--- src/rtl/lcd_fb_scanout.sv ---
// lcd_fb_scanout: reads a COLS x ROWS framebuffer from a 1-cycle-latency BRAM port
// in address order, then streams the pixels over valid/ready with start-of-frame and
// end-of-line tags.
//
// Ports:
//   clk_i         system clock, rising edge
//   rst_i         synchronous active-high reset
//   start_i       frame request, honoured only while idle
//   fb_addr_o     framebuffer read address
//   fb_we_o       framebuffer write enable (always 0)
//   fb_din_o      framebuffer write data (always 0)
//   fb_dout_i     framebuffer read data, mem[fb_addr_o] one cycle later
//   fb_busy_o     high while a frame is being scanned; writers must hold off
//   px_data_o     pixel value (FIFO head)
//   px_sof_o      pixel is address 0
//   px_eol_o      pixel is the last column of its line
//   px_valid_o    pixel valid
//   px_ready_i    sink ready
//   frame_done_o  1-cycle pulse after the last pixel of a frame is accepted
module lcd_fb_scanout #(
  parameter int unsigned WIDTH      = 8,
  parameter int unsigned COLS       = 160,
  parameter int unsigned ROWS       = 80,
  parameter int unsigned ADDR_W     = 15,
  parameter int unsigned CONTINUOUS = 0
) (
  input  logic              clk_i,
  input  logic              rst_i,
  input  logic              start_i,
  output logic [ADDR_W-1:0] fb_addr_o,
  output logic              fb_we_o,
  output logic [WIDTH-1:0]  fb_din_o,
  input  logic [WIDTH-1:0]  fb_dout_i,
  output logic              fb_busy_o,
  output logic [WIDTH-1:0]  px_data_o,
  output logic              px_sof_o,
  output logic              px_eol_o,
  output logic              px_valid_o,
  input  logic              px_ready_i,
  output logic              frame_done_o
);

  localparam int unsigned ColW = (COLS > 1) ? $clog2(COLS) : 1;
  localparam int unsigned RowW = (ROWS > 1) ? $clog2(ROWS) : 1;

  typedef enum logic [1:0] {StIdle, StRun, StDrain} state_e;

  state_e            state_q, state_d;
  logic [ADDR_W-1:0] addr_q, addr_d;
  logic [ColW-1:0]   col_q, col_d;
  logic [RowW-1:0]   row_q, row_d;
  logic              inflight_q;
  logic              cap_sof_q, cap_eol_q;
  logic              done_q, done_d;

  // Two-entry FIFO holding pixel data with its tags.
  logic [WIDTH-1:0]  fifo_data_q [2];
  logic              fifo_sof_q  [2];
  logic              fifo_eol_q  [2];
  logic              wr_ptr_q, rd_ptr_q;
  logic [1:0]        count_q, count_d;

  logic push, pop, issue, credit_ok, col_last, is_last;

  assign push     = inflight_q;
  assign pop      = (count_q != 2'd0) && px_ready_i;
  assign col_last = (col_q == ColW'(COLS - 1));
  assign is_last  = col_last && (row_q == RowW'(ROWS - 1));

  // Credit rule: count + inflight - pop < 2, rearranged to avoid underflow.
  assign credit_ok = ({1'b0, count_q} + {2'b00, inflight_q}) < (3'd2 + {2'b00, pop});
  assign issue     = (state_q == StRun) && credit_ok;
  assign count_d   = count_q + {1'b0, push} - {1'b0, pop};

  always_comb begin
    state_d = state_q;
    addr_d  = addr_q;
    col_d   = col_q;
    row_d   = row_q;
    done_d  = 1'b0;
    unique case (state_q)
      StIdle: begin
        if (start_i) state_d = StRun;
      end
      StRun: begin
        if (issue) begin
          if (is_last) begin
            // Rewind now so a continuous restart can issue address 0 immediately.
            state_d = StDrain;
            addr_d  = '0;
            col_d   = '0;
            row_d   = '0;
          end else begin
            addr_d = addr_q + ADDR_W'(1);
            if (col_last) begin
              col_d = '0;
              row_d = row_q + RowW'(1);
            end else begin
              col_d = col_q + ColW'(1);
            end
          end
        end
      end
      StDrain: begin
        // No reads issue here, so an empty FIFO after this edge means the last pixel popped.
        if (count_d == 2'd0) begin
          done_d  = 1'b1;
          state_d = (CONTINUOUS != 0) ? StRun : StIdle;
        end
      end
      default: state_d = StIdle;
    endcase
  end

  always_ff @(posedge clk_i) begin
    if (rst_i) begin
      state_q    <= StIdle;
      addr_q     <= '0;
      col_q      <= '0;
      row_q      <= '0;
      inflight_q <= 1'b0;
      cap_sof_q  <= 1'b0;
      cap_eol_q  <= 1'b0;
      done_q     <= 1'b0;
      wr_ptr_q   <= 1'b0;
      rd_ptr_q   <= 1'b0;
      count_q    <= 2'd0;
      for (int i = 0; i < 2; i++) begin
        fifo_data_q[i] <= '0;
        fifo_sof_q[i]  <= 1'b0;
        fifo_eol_q[i]  <= 1'b0;
      end
    end else begin
      state_q    <= state_d;
      addr_q     <= addr_d;
      col_q      <= col_d;
      row_q      <= row_d;
      inflight_q <= issue;
      done_q     <= done_d;
      count_q    <= count_d;
      if (issue) begin
        cap_sof_q <= (addr_q == '0);
        cap_eol_q <= col_last;
      end
      if (push) begin
        fifo_data_q[wr_ptr_q] <= fb_dout_i;
        fifo_sof_q[wr_ptr_q]  <= cap_sof_q;
        fifo_eol_q[wr_ptr_q]  <= cap_eol_q;
        wr_ptr_q              <= ~wr_ptr_q;
      end
      if (pop) rd_ptr_q <= ~rd_ptr_q;
    end
  end

  assign fb_addr_o    = addr_q;
  assign fb_we_o      = 1'b0;
  assign fb_din_o     = '0;
  assign fb_busy_o    = (state_q != StIdle);
  assign px_valid_o   = (count_q != 2'd0);
  assign px_data_o    = fifo_data_q[rd_ptr_q];
  assign px_sof_o     = fifo_sof_q[rd_ptr_q];
  assign px_eol_o     = fifo_eol_q[rd_ptr_q];
  assign frame_done_o = done_q;

endmodule
--- config.mk ---
export PLATFORM = sky130hd
export DESIGN_NAME = lcd_fb_scanout
export DESIGN_NICKNAME = d
export VERILOG_FILES = /design/src/rtl/lcd_fb_scanout.sv
export SDC_FILE = /design/constraint.sdc
export NUM_CORES = 1
export LEC_CHECK = 0
export CELL_PAD_IN_SITES_DETAIL_PLACEMENT = 1
export CELL_PAD_IN_SITES_GLOBAL_PLACEMENT = 2
export CORE_UTILIZATION = 36
export DETAILED_ROUTE_END_ITERATION = 7
export PLACE_DENSITY = 0.85
export SLEW_MARGIN = 15
export SYNTH_ARGS = -nofsm -noshare
export SYNTH_HDL_FRONTEND = slang
export SYNTH_SLANG_ARGS = --single-unit
export TNS_END_PERCENT = 50
--- constraint.sdc ---
create_clock -name clk_i -period 5.25 [get_ports clk_i]
set_clock_uncertainty 0.2 [all_clocks]
set_input_delay 1.05 -clock clk_i [delete_from_list [all_inputs] [get_ports clk_i]]
set_output_delay 1.05 -clock clk_i [all_outputs]
set_load 0.1 [all_outputs]
After elaboration in Yosys (flattened, before gate mapping)
Memory sizes are Yosys's and may differ from the RTL's. A register that Yosys moved wholly into a read port is not among the register bits.
Cells that the tools add are included.
- add/subtract/negate cells: 7
- $lt $le $gt $ge: 1
- equal/unequal tests: 8
- mux-type cells: 31
- bitwise gates (word level): 3
- reductions and logical operators: 16
- operators by type and width (cell ; count):
    8-bit 2-to-1 mux ; 3
    1-bit 2-to-1 mux ; 20
    15-bit by 1-bit adder with 15-bit output (second input constant) ; 1
    15-bit logical NOT ; 1
    15-bit 2-to-1 mux ; 1
    7-bit 2-to-1 mux ; 2
    8-bit by 1-bit adder with 8-bit output (second input constant) ; 1
    8-bit equality test (second input constant) ; 1
    2-bit 2-to-1 mux ; 4
    2-bit inequality test (second input constant) ; 4
    8-bit OR reduction ; 1
    7-bit by 1-bit adder with 7-bit output (second input constant) ; 1
    7-bit equality test (second input constant) ; 1
    2-bit case mux with 3 select lines ; 1
    2-bit nonzero test ; 3
    2-bit logical NOT ; 2
    4-bit AND reduction ; 1
    2-bit by 1-bit adder with 3-bit output ; 1
    2-bit by 1-bit adder with 3-bit output (first input constant) ; 1
    1-bit logical AND ; 3
    3-bit less-than comparator ; 1
    1-bit inverter ; 3
    3-bit AND reduction ; 1
    2-bit by 1-bit adder with 2-bit output ; 1
    other kinds (6) ; 7
- register bits: 40
- RAM bits: 20
- bits of input ports: 12
- memories: 3
- memory list (name ; depth ; bits a word ; read ports ; clocked after memory_dff ; wr ports ; RTL line ; RTL):
    fifo_data_q ; 2 ; 8 ; 1 ; 1 ; 2 ; 57 ; logic [WIDTH-1:0] fifo_data_q [2];
    fifo_eol_q ; 2 ; 1 ; 1 ; 1 ; 2 ; 59 ; logic fifo_eol_q [2];
    fifo_sof_q ; 2 ; 1 ; 1 ; 1 ; 2 ; 58 ; logic fifo_sof_q [2];

Depth between registers and ports, before layout
Gate-level depths: netlist of run 1.
- depth after elaboration: 7
- depth in mapped cells: 10
- depth with buffers taken out: 10

Worst setup path before layout of run 1
No wires, ideal clock.
- path kind: input to register
- start: in px_ready_i
- end: reg state_q[1]
- library setup time: 0.128 ns
- arrival: 2.280 ns
- data required time: 4.922 ns
- path slack: 2.643 ns
- cell stages on the path: 10
- path buffers: 0
- cells stage by stage: o21ai_2 > inv_1 > ha_1 > inv_1 > ha_1 > xor2_1 > xnor2_1 > nand2b_1 > a32oi_1 > nor2_1
- cells in the longest elaborated chain, start to end: 6
- elaborated cells on any way between the ends: 9
- classes of those cells: add/sub (2); order compare (1); eq/ne (2); reduce/logical (4)
- RTL lines (item ; RTL line ; RTL):
    start, declared ; 39 ; input logic px_ready_i,
    1-bit logical AND (*) ; 66 ; assign pop = (count_q != 2'd0) && px_ready_i;
    net pop ; 63 ; logic push, pop, issue, credit_ok, col_last, is_last;
    2-bit by 1-bit adder with 3-bit output ; 71 ; assign credit_ok = ({1'b0, count_q} + {2'b00, inflight_q}) < (3'd2 + {2'b00, pop});
    3-bit less-than comparator ; 71 ;
    1-bit logical AND ; 72 ; assign issue = (state_q == StRun) && credit_ok;
    2-bit inequality test (no line) ; -- ;
    4-bit AND reduction (no line) (*) ; -- ;
    end signal, assigned ; 117 ; state_q <= StIdle;
    end signal, assigned ; 134 ; state_q <= state_d;
    end, declared ; 48 ; state_e state_q, state_d;
The timed path passes the listed nets; every way through them passes the cells marked *.
A chain may end at the register's enable or synchronous reset.

==> results of run 1 <==
==> cell families (layout without fill, tap and decap cells) <==
group / count (synthesis) / in the layout
and+or+nand+nor: 133 / 133
DFF: 61 / 61
buffers and inverters: 28 / 64
xor gates and xnor gates: 27 / 27
AOI/OAI and AO/OA: 17 / 17
muxes: 11 / 11
adders and majority gates: 8 / 8
other: 1 / 9
==> layout make-up <==
cell class                 count  area [um2]
tap                          102         128
inverter                       7        26.3
timing repair buffer          41         405
clock inverter                 6        63.8
multi-input combinational    205        1400
fill                         869        4240
sequential                    61        1420
clock buffer                  10         128
==> worst register-to-register path, cell delays in order, from the launching register on <==
cell,delay (ns)
dfxtp_1,0.38
ha_1,0.23
ha_1,0.22
nor3b_4,0.62
nand2_1,0.39
o21bai_4,0.48
nor2_1,0.11
==> routing by layer <==
layer  global-route usage  part of all wire  wire length (um)
met5                    0                 0                 0
met4               0.0599             0.013                85
met3               0.0522             0.049               309
met2                0.272              0.48              3000
met1                0.200              0.46              2920
==> flip-flops by register name, summed over array words and instances (netlist names), named ones only <==
| register | cells |
|---|---|
| fifo_data_q | 16 |
| inflight_q | 1 |
| col_q | 8 |
| rd_ptr_q | 1 |
| fb_addr_o | 15 |
| cap_eol_q | 1 |
| fifo_sof_q | 2 |
| fifo_eol_q | 2 |
| cap_sof_q | 1 |
| row_q | 7 |
| count_q | 2 |
| wr_ptr_q | 1 |
| state_q | 2 |
| frame_done_o | 1 |
==> cells in the final DEF, fill, tap and decap left out, types with 2 or more instances in the layout <==
cell type,instances
nor2_1,30
clkdlybuf4s50_1,39
nor4b_1,3
inv_1,7
clkinvlp_4,4
nor3b_1,2
buf_4,2
conb_1,9
clkbuf_8,9
a21oi_1,5
nor2b_1,3
nand4_2,2
or3_1,2
nand2_1,12
or2_2,3
xor2_1,15
and3_1,7
dfxtp_1,41
edfxtp_1,20
o21ai_2,2
nand4_1,10
o21ai_0,2
and2_1,23
nor3_1,11
ha_1,8
a31oi_1,2
xnor2_1,12
nand3_1,13
mux2_2,10
or4_1,2
==> path summary, 6_finish.rpt <==
check / slack [ns] / cells after the start / end
hold reg to reg: 0.27 / 2 / cap_sof_q
setup reg to reg: 2.50 / 6 / fb_addr_o[8]
setup / recovery: 1.65 / 2 / px_eol_o
hold / removal: 0.27 / 2 / cap_sof_q
==> power by group <==
| part | leakage, nW | switching (mW) | total (mW) | internal, mW |
|---|---|---|---|---|
| clock network | 0.0822 | 0.191 | 0.409 | 0.217 |
| logic | 0.708 | 0.322 | 0.442 | 0.120 |
| registers | 0.540 | 0.0359 | 0.556 | 0.521 |
| total | 1.33 | 0.549 | 1.41 | 0.858 |
==> through the flow <==
step	setup WS (ns)	power, mW	util
6_report	1.65	1.41	0.457
5_1_grt	1.52	1.47	0.457
4_1_cts	1.59	1.42	0.457
3_5_place_dp	1.74	1.01	0.432
3_3_place_gp	1.82	1.00	0.432
2_1_floorplan	2.64	0.920	-
==> flow_summary_export.csv, run 1 <==
group,metric,value,unit
placement,portBuffers,39,
detailed_routing,postRouteAntennaNets,0,
global_routing,grt_max_degree,22,
floorplan,die_y,92.2,um
synth,ys_ff_latch,61,
synth,yosysWarnings,0,
placement,placed_cells,416,
detailed_routing,viasPerCell,5.03,
synth,synth_ff_type,"dfxtp_1",
global_routing,antenna_found_initial,0,
synth,synth_xor_area_frac,0.0808,
worst_setup_path,arrival,2.35,ns
synth,postSynthAreaPerCell,10.2,um2
final_layout,layout.nets,345,
job,max_cap_viol_count,0,
sta,hold_violations,0,
worst_setup_path,crit_path_max_incr_delay,1.14,ns
sta,slew_headroom,0.335,
worst_setup_path,r2r-start,"inflight_q",
floorplan,ios,49,
synth,synthTopCellsByArea,"dfxtp_1 28%, edfxtp_1 21%, and2_1 4.9%, xor2_1 4.5%, mux2_2 3.8%",
cts,cts_tree,"built",
global_routing,grt_pass1_wl,10.9,mm
worst_setup_path,endpoint_kind,"primary output",
placement,gp_congestion,0.763,
worst_hold_path,hold_path.class,"flop to flop",
detailed_routing,vias,2174,
power,p_leak,1.33,nW
synth,syn_inst,286,
cts,clk-insertion-delay-late,0.34,ns
synth,ys_seq_area_frac,0.485,
cts,clkSlewWorstSetupHoldPaths,0.07,ns
worst_setup_path,required,4.00,ns
cts,cts.htree.levels,3,
detailed_routing,post_drt_wl_per_cell,14.6,um
synth,syn-cell-area,2930,um2
synth,synth_most_common_cell,"dfxtp_1",
floorplan,initial_core_util,0.375,
synth,synthArstFlopShare,0,
sta,tns,0,ns
floorplan,dieArea,8500,um2
final_layout,stdcell_area,3570,um2
detailed_routing,drtIter0Drc,53,
cts,numCtsBuffers,9,
detailed_routing,routed_wl,6.32,mm
worst_setup_path,critPathSlowestCell,"clkdlybuf4s50_1",
synth,synth_edf_count,20,
worst_setup_path,crit_buf_inv,1,
final_layout,diodes,0,
final_layout,final_cells,432,
cts,post_cts_resized,0,
synth,synth_compound_area_frac,0.0415,
worst_setup_path,path_delay_family,"buffers and inverters",
floorplan,fp-row-count,32,
worst_setup_path,startpoint_type,"flop",
worst_setup_path,worst-setup-path-type,"flop to primary output",
global_routing,grt.total_usage,0.165,
synth,synthTopCellsByCount,"41 x dfxtp_1, 30 x nor2_1, 23 x and2_1, 20 x edfxtp_1, 15 x xor2_1",
floorplan,fp.dieW,92.2,um
final_layout,areaGrowthSynthToFinish,21.9,%
detailed_routing,dr.pass1.iters,4,
synth,synth_cell_types,46,
status,status,"finished clean",
cts,clockRootBuffer,"clkbuf_8",
global_routing,grt_overflow_total,0,
synth,synth_top_family_by_area,"simple AND/OR/NAND/NOR gates",
synth,synth.area.mux_share,0.0419,
sta,tightest_slew,0.995,ns
power,p_per_area,394,nW/um2
cts,cts_hold_buf,0,
cts,cts_setup_buffers,0,
sta,min_period,3.60,ns
placement,place_area,3370,um2
power,ir_drop,0.000183,V
sta,fmax,0.277,GHz
synth,synth_top_area_cell,"dfxtp_1",
sta,grt_setup_unrepaired,"no",
sta,finalCritPeriodShare,0.686,
placement,hpwl,4.38,mm
detailed_routing,post-route-drc-count,0,
worst_hold_path,holdCritStartpoint,"cap_sof_q",
sta,whs,0.274,ns
worst_setup_path,worstPathMaxFanout,10,
floorplan,core-area,7810,um2
global_routing,grt_pass1_vias,2310,
cts,cts_num_sinks,61,
sta,finalSetupViolations,0,
sta,maxSlewViolCount,0,
cts,clk_path_buf_depth,2,
synth,synthAdderAreaFrac,0.0342,
synth,yosys.area_share.simple,0.266,
synth,synth_top_cell_area_share,0.280,
worst_setup_path,path_cells,"mux2_2, clkdlybuf4s50_1",
final_layout,layout-drive-gt1-share,0.121,
Power figures use the tool's default switching activity.
==> run 2, diff against run 1 <==
- CORE_UTILIZATION: 36 -> 33
- PLACE_DENSITY: 0.85 -> 0.79
- clock period: 5.25 -> 3.49 ns (I/O delays scaled with it)
==> flow_summary_export.csv, run 2 (same netlist as run 1, synthesis figures left out) <==
group,metric,value,unit
detailed_routing,post_drt_wl_per_cell,14.7,um
placement,gp_congestion,0.732,
worst_setup_path,r2r_cells,6,
sta,finalSetupViolations,0,
final_layout,diodes,0,
worst_setup_path,required,3.50,ns
cts,clk_path_buf_depth,2,
worst_setup_path,endpoint_kind,"flop",
global_routing,antenna_found_initial,0,
power,internal_power,1.35,mW
power,swShare,0.380,
worst_setup_path,r2r_end,"row_q[0]",
global_routing,grt_overflow_total,0,
final_layout,layout_common_cells,"41 x dfxtp_1, 32 x buf_4, 30 x nor2_1",
sta,maxSlewViolCount,0,
status,status,"finished clean",
floorplan,die_y,96.2,um
final_layout,top_register,"fifo_data_q",
worst_setup_path,worstPathMaxFanout,4,
cts,cts_hold_buf,0,
floorplan,fp-row-count,33,
worst_setup_path,worst-setup-path-type,"primary input to flop",
global_routing,grt_pass1_wl,10.7,mm
detailed_routing,drt-met1-wl,3.12,mm
detailed_routing,dr.pass1.iters,4,
detailed_routing,wl_met2,3.02,mm
worst_setup_path,critical_path.startpoint,"px_ready_i",
placement,portBuffers,39,
sta,hold_violations,0,
worst_setup_path,r2r-start,"col_q[0]",
cts,cts_num_sinks,61,
sta,tightest_slew,0.962,ns
floorplan,ios,49,
global_routing,grt_max_degree,28,
sta,grt_setup_unrepaired,"no",
power,p_per_area,617,nW/um2
power,ir_drop,0.000285,V
final_layout,n_fill_cell,965,
detailed_routing,routed_wl,6.42,mm
detailed_routing,maxUsedRoutingLayer,"met4",
global_routing,grt.total_usage,0.156,
power,p_sw,0.830,mW
worst_setup_path,arrival,2.52,ns
floorplan,core-area,8380,um2
final_layout,multi_input_area,1390,um2
sta,fmax,0.397,GHz
floorplan,dieArea,9250,um2
final_layout,final-seq-area,1420,um2
power,power_frac_seq,0.382,
final_layout,stdcell_area,3540,um2
cts,clkSlewWorstSetupHoldPaths,0.07,ns
final_layout,largest_reg_flops,16,
sta,finalCritPeriodShare,0.721,
cts,clk-insertion-delay-late,0.32,ns
sta,slew_headroom,0.358,
worst_hold_path,hold_path.class,"flop to flop",
placement,place_area,3320,um2
worst_setup_path,worstSetupEndpoint,"state_q[1]",
placement,hpwl,4.32,mm
power,combinationalPowerShare,0.303,
cts,cts_tree,"built",
floorplan,fp.dieW,96.2,um
cts,cts.htree.levels,3,
worst_hold_path,holdCritStartpoint,"cap_sof_q",
detailed_routing,postRouteAntennaNets,0,
worst_setup_path,reg2reg_slack,1.08,ns
floorplan,initial_core_util,0.349,
power,p_leak,1.41,nW
cts,clockRootBuffer,"clkbuf_8",
final_layout,areaGrowthSynthToFinish,20.8,%
worst_hold_path,worstHoldPathCells,2,
final_layout,layout.nets,347,
final_layout,layout-drive-gt1-share,0.214,
cts,numCtsBuffers,9,
sta,tns,0,ns
global_routing,grt_pass1_vias,2193,
job,max_cap_viol_count,0,
detailed_routing,wl_met3,209,um
detailed_routing,drtIter0Drc,69,
detailed_routing,vias,2148,
cts,post_cts_resized,0,
detailed_routing,viasPerCell,4.92,
power,power_frac_clock,0.315,
final_layout,layout_commonest_cell,"dfxtp_1",
sta,min_period,2.52,ns
cts,cts_setup_buffers,0,
worst_setup_path,startpoint_type,"primary input",
detailed_routing,post-route-drc-count,0,
## run 2: per-stage QoR
stage | instances | total power, mW | utilization | setup slack, ns | hold WS (ns)
global route | 437 | 2.29 | 0.422 | 0.749 | 0.303
finish | 437 | 2.18 | 0.422 | 0.974 | 0.266
detailed placement | 421 | 1.51 | 0.396 | 0.624 | 0.281
floorplan | 294 | 1.38 | - | 1.07 | 0.240
CTS | 437 | 2.20 | 0.422 | 0.962 | 0.274
global placement | 421 | 1.51 | 0.396 | 0.714 | 0.255
## run 2: worst min-delay path by stage
stage	to	slack [ns]
floorplan	cap_sof_q	0.24
global placement	cap_sof_q	0.26
detailed placement	col_q[1]	0.28
CTS	cap_sof_q	0.27
global route	cap_sof_q	0.30
finish	cap_sof_q	0.27
## run 2: power groups by stage
stage | combinational [mW] | clock (mW) | sequential [mW]
final | 0.661 | 0.687 | 0.833
after global routing | 0.701 | 0.744 | 0.842
after CTS | 0.665 | 0.704 | 0.835
after detailed placement | 0.663 | 0 | 0.850
after global placement | 0.656 | 0 | 0.849
after floorplan | 0.526 | 0 | 0.859
## run 2: final cells by class
class                           instances  share of cell area
Inverter                                7             0.00743
Timing Repair Buffer                   43              0.0991
Sequential cell                        61               0.402
Tap cell                              105              0.0372
Clock inverter                          7              0.0255
Multi-Input combinational cell        205               0.394
Clock buffer                            9              0.0350
## run 2: per-layer routing
metal	vias up	global-route usage
met3	6	0.0332
li1	1067	-
met1	1039	0.194
met2	36	0.257
met5	-	0
met4	0	0.0709
## run 2: critical path: stages
cell and delay (ns):
clkdlybuf4s50_1 0.42, o21ai_2 0.11, inv_1 0.07, ha_1 0.27, inv_1 0.04, ha_1 0.18, xor2_1 0.15, xnor2_1 0.21
nand2b_1 0.11, a32oi_1 0.20, nor2_1 0.06
==> run 3, diff against run 2 <==
- clock period: 3.49 -> 2.6 ns (I/O delays scaled with it)
==> flow_summary_export.csv, run 3 (same netlist as run 1, synthesis figures left out) <==
group,metric,value,unit
global_routing,grt_pass1_wl,10.4,mm
detailed_routing,post_drt_wl_per_cell,14.2,um
sta,maxSlewViolCount,0,
final_layout,layout_commonest_cell,"dfxtp_1",
detailed_routing,viasPerCell,4.83,
worst_setup_path,startpoint_type,"flop",
worst_setup_path,path_cells,"ha_1, nand3_1, nor4b_1, nand2_1, o21bai_4, nor2_1",
worst_setup_path,arrival,2.35,ns
power,p_per_area,868,nW/um2
job,max_cap_viol_count,0,
worst_hold_path,hold_end,"cap_sof_q",
cts,numCtsBuffers,9,
sta,grt_setup_unrepaired,"no",
sta,min_period,2.35,ns
cts,clkSlewWorstSetupHoldPaths,0.07,ns
worst_setup_path,r2r_end,"fb_addr_o[4]",
cts,cts.htree.levels,3,
placement,dpl_worst_slack,-0.0135,ns
worst_setup_path,crit_path_max_incr_delay,0.47,ns
global_routing,antenna_found_initial,0,
detailed_routing,dr.pass1.iters,4,
cts,post_cts_resized,0,
detailed_routing,vias,2152,
worst_setup_path,r2r-start,"row_q[0]",
power,total_power,3.30,mW
worst_setup_path,reg2reg_slack,0.25,ns
final_layout,layout_common_cells,"41 x dfxtp_1, 30 x nor2_1, 30 x buf_4",
cts,cts_num_sinks,61,
sta,slew_headroom,0.608,
global_routing,grt.total_usage,0.151,
cts,cts_hold_buf,0,
cts,cts_setup_buffers,0,
cts,cts_tree,"built",
final_layout,n_fill_cell,930,
floorplan,fp-row-count,33,
cts,clk_path_buf_depth,2,
placement,gp_congestion,0.728,
sta,finalCritPeriodShare,0.905,
global_routing,grt_max_degree,18,
sta,fin_ws,0.248,ns
floorplan,core-area,8380,um2
worst_setup_path,endpoint_kind,"flop",
detailed_routing,postRouteAntennaNets,0,
worst_setup_path,worstPathMaxFanout,16,
worst_hold_path,holdCritStartpoint,"cap_sof_q",
worst_setup_path,required,2.60,ns
worst_setup_path,worst-setup-path-type,"flop to flop",
final_layout,layout-drive-gt1-share,0.238,
final_layout,diodes,0,
placement,place_area,3530,um2
sta,hold_violations,0,
cts,clockRootBuffer,"clkbuf_8",
cts,clk-insertion-delay-late,0.33,ns
final_layout,areaGrowthSynthToFinish,29.9,%
floorplan,fp.dieW,96.2,um
worst_setup_path,critPathSlowestCell,"nor4b_1",
final_layout,layout.nets,356,
detailed_routing,routed_wl,6.34,mm
floorplan,ios,49,
worst_setup_path,r2r_cells,6,
floorplan,initial_core_util,0.349,
sta,tns,0,ns
final_layout,stdcell_area,3800,um2
detailed_routing,drtIter0Drc,54,
worst_hold_path,hold_path.class,"flop to flop",
sta,fmax,0.425,GHz
sta,tightest_slew,0.586,ns
global_routing,grt_pass1_vias,2119,
floorplan,die_y,96.2,um
sta,finalSetupViolations,0,
status,status,"finished clean",
sta,whs,0.276,ns
power,p_leak,1.53,nW
final_layout,largest_reg_flops,16,
placement,portBuffers,39,
worst_hold_path,worstHoldPathCells,2,
detailed_routing,post-route-drc-count,0,
placement,hpwl,4.49,mm
floorplan,dieArea,9250,um2
final_layout,top_register,"fifo_data_q",
global_routing,grt_overflow_total,0,
power,ir_drop,0.000332,V
run 3: changes by cell type in the layout (fill, tap and decap cells not counted), sizes merged:
cell      change
clkinv        -1
bufinv        +2
clkinvlp      -2
buf           +9
inv           +1
run 3: per-stage QoR:
stage,instances,utilization
final,446,0.454
after global routing,446,0.454
after CTS,446,0.453
after detailed placement,430,0.421
after global placement,430,0.421
after floorplan,294,-
run 3: routing by layer:
layer / GRT usage / vias to the layer above / wire (um)
met4: 0.0597 / 0 / 78
met1: 0.189 / 1034 / 2980
met5: 0 / - / 0
li1: - / 1075 / -
met2: 0.251 / 36 / 3060
met3: 0.0332 / 7 / 219
run 3: where the power goes:
part | internal (mW) | switching (mW)
Sequential | 1.05 | 0.0663
Clock | 0.740 | 0.397
Combinational | 0.358 | 0.688
Total | 2.15 | 1.15
run 3: area by class of cell:
cell class	count	area, um2	area share
inverter	7	26.3	0.00691
sequential	61	1420	0.374
timing repair buffer	52	556	0.146
multi-input combinational	205	1400	0.368
tap	105	131	0.0346
clock buffer	9	124	0.0326
clock inverter	7	146	0.0385
run 3: worst max path at each step:
stage	startpoint	to	slack, ns	cells after the start
finish	row_q[0]	fb_addr_o[4]	0.25	6
global route	row_q[0]	fb_addr_o[4]	0.04	6
CTS	row_q[0]	fb_addr_o[4]	0.20	6
detailed placement	px_ready_i	state_q[1]	-0.01	11
global placement	px_ready_i	state_q[1]	0.04	11
floorplan	fb_addr_o[0]	fb_addr_o[10]	0.18	7
run 3: critical path, delay by kind of cell (launching register included):
family | cells | cell delay [ns]
AO/OA/AOI/OAI | 1 | 0.44
adder cells (fa/ha/maj) | 1 | 0.18
flip-flops | 1 | 0.37
AND/OR/NAND/NOR | 4 | 1.04
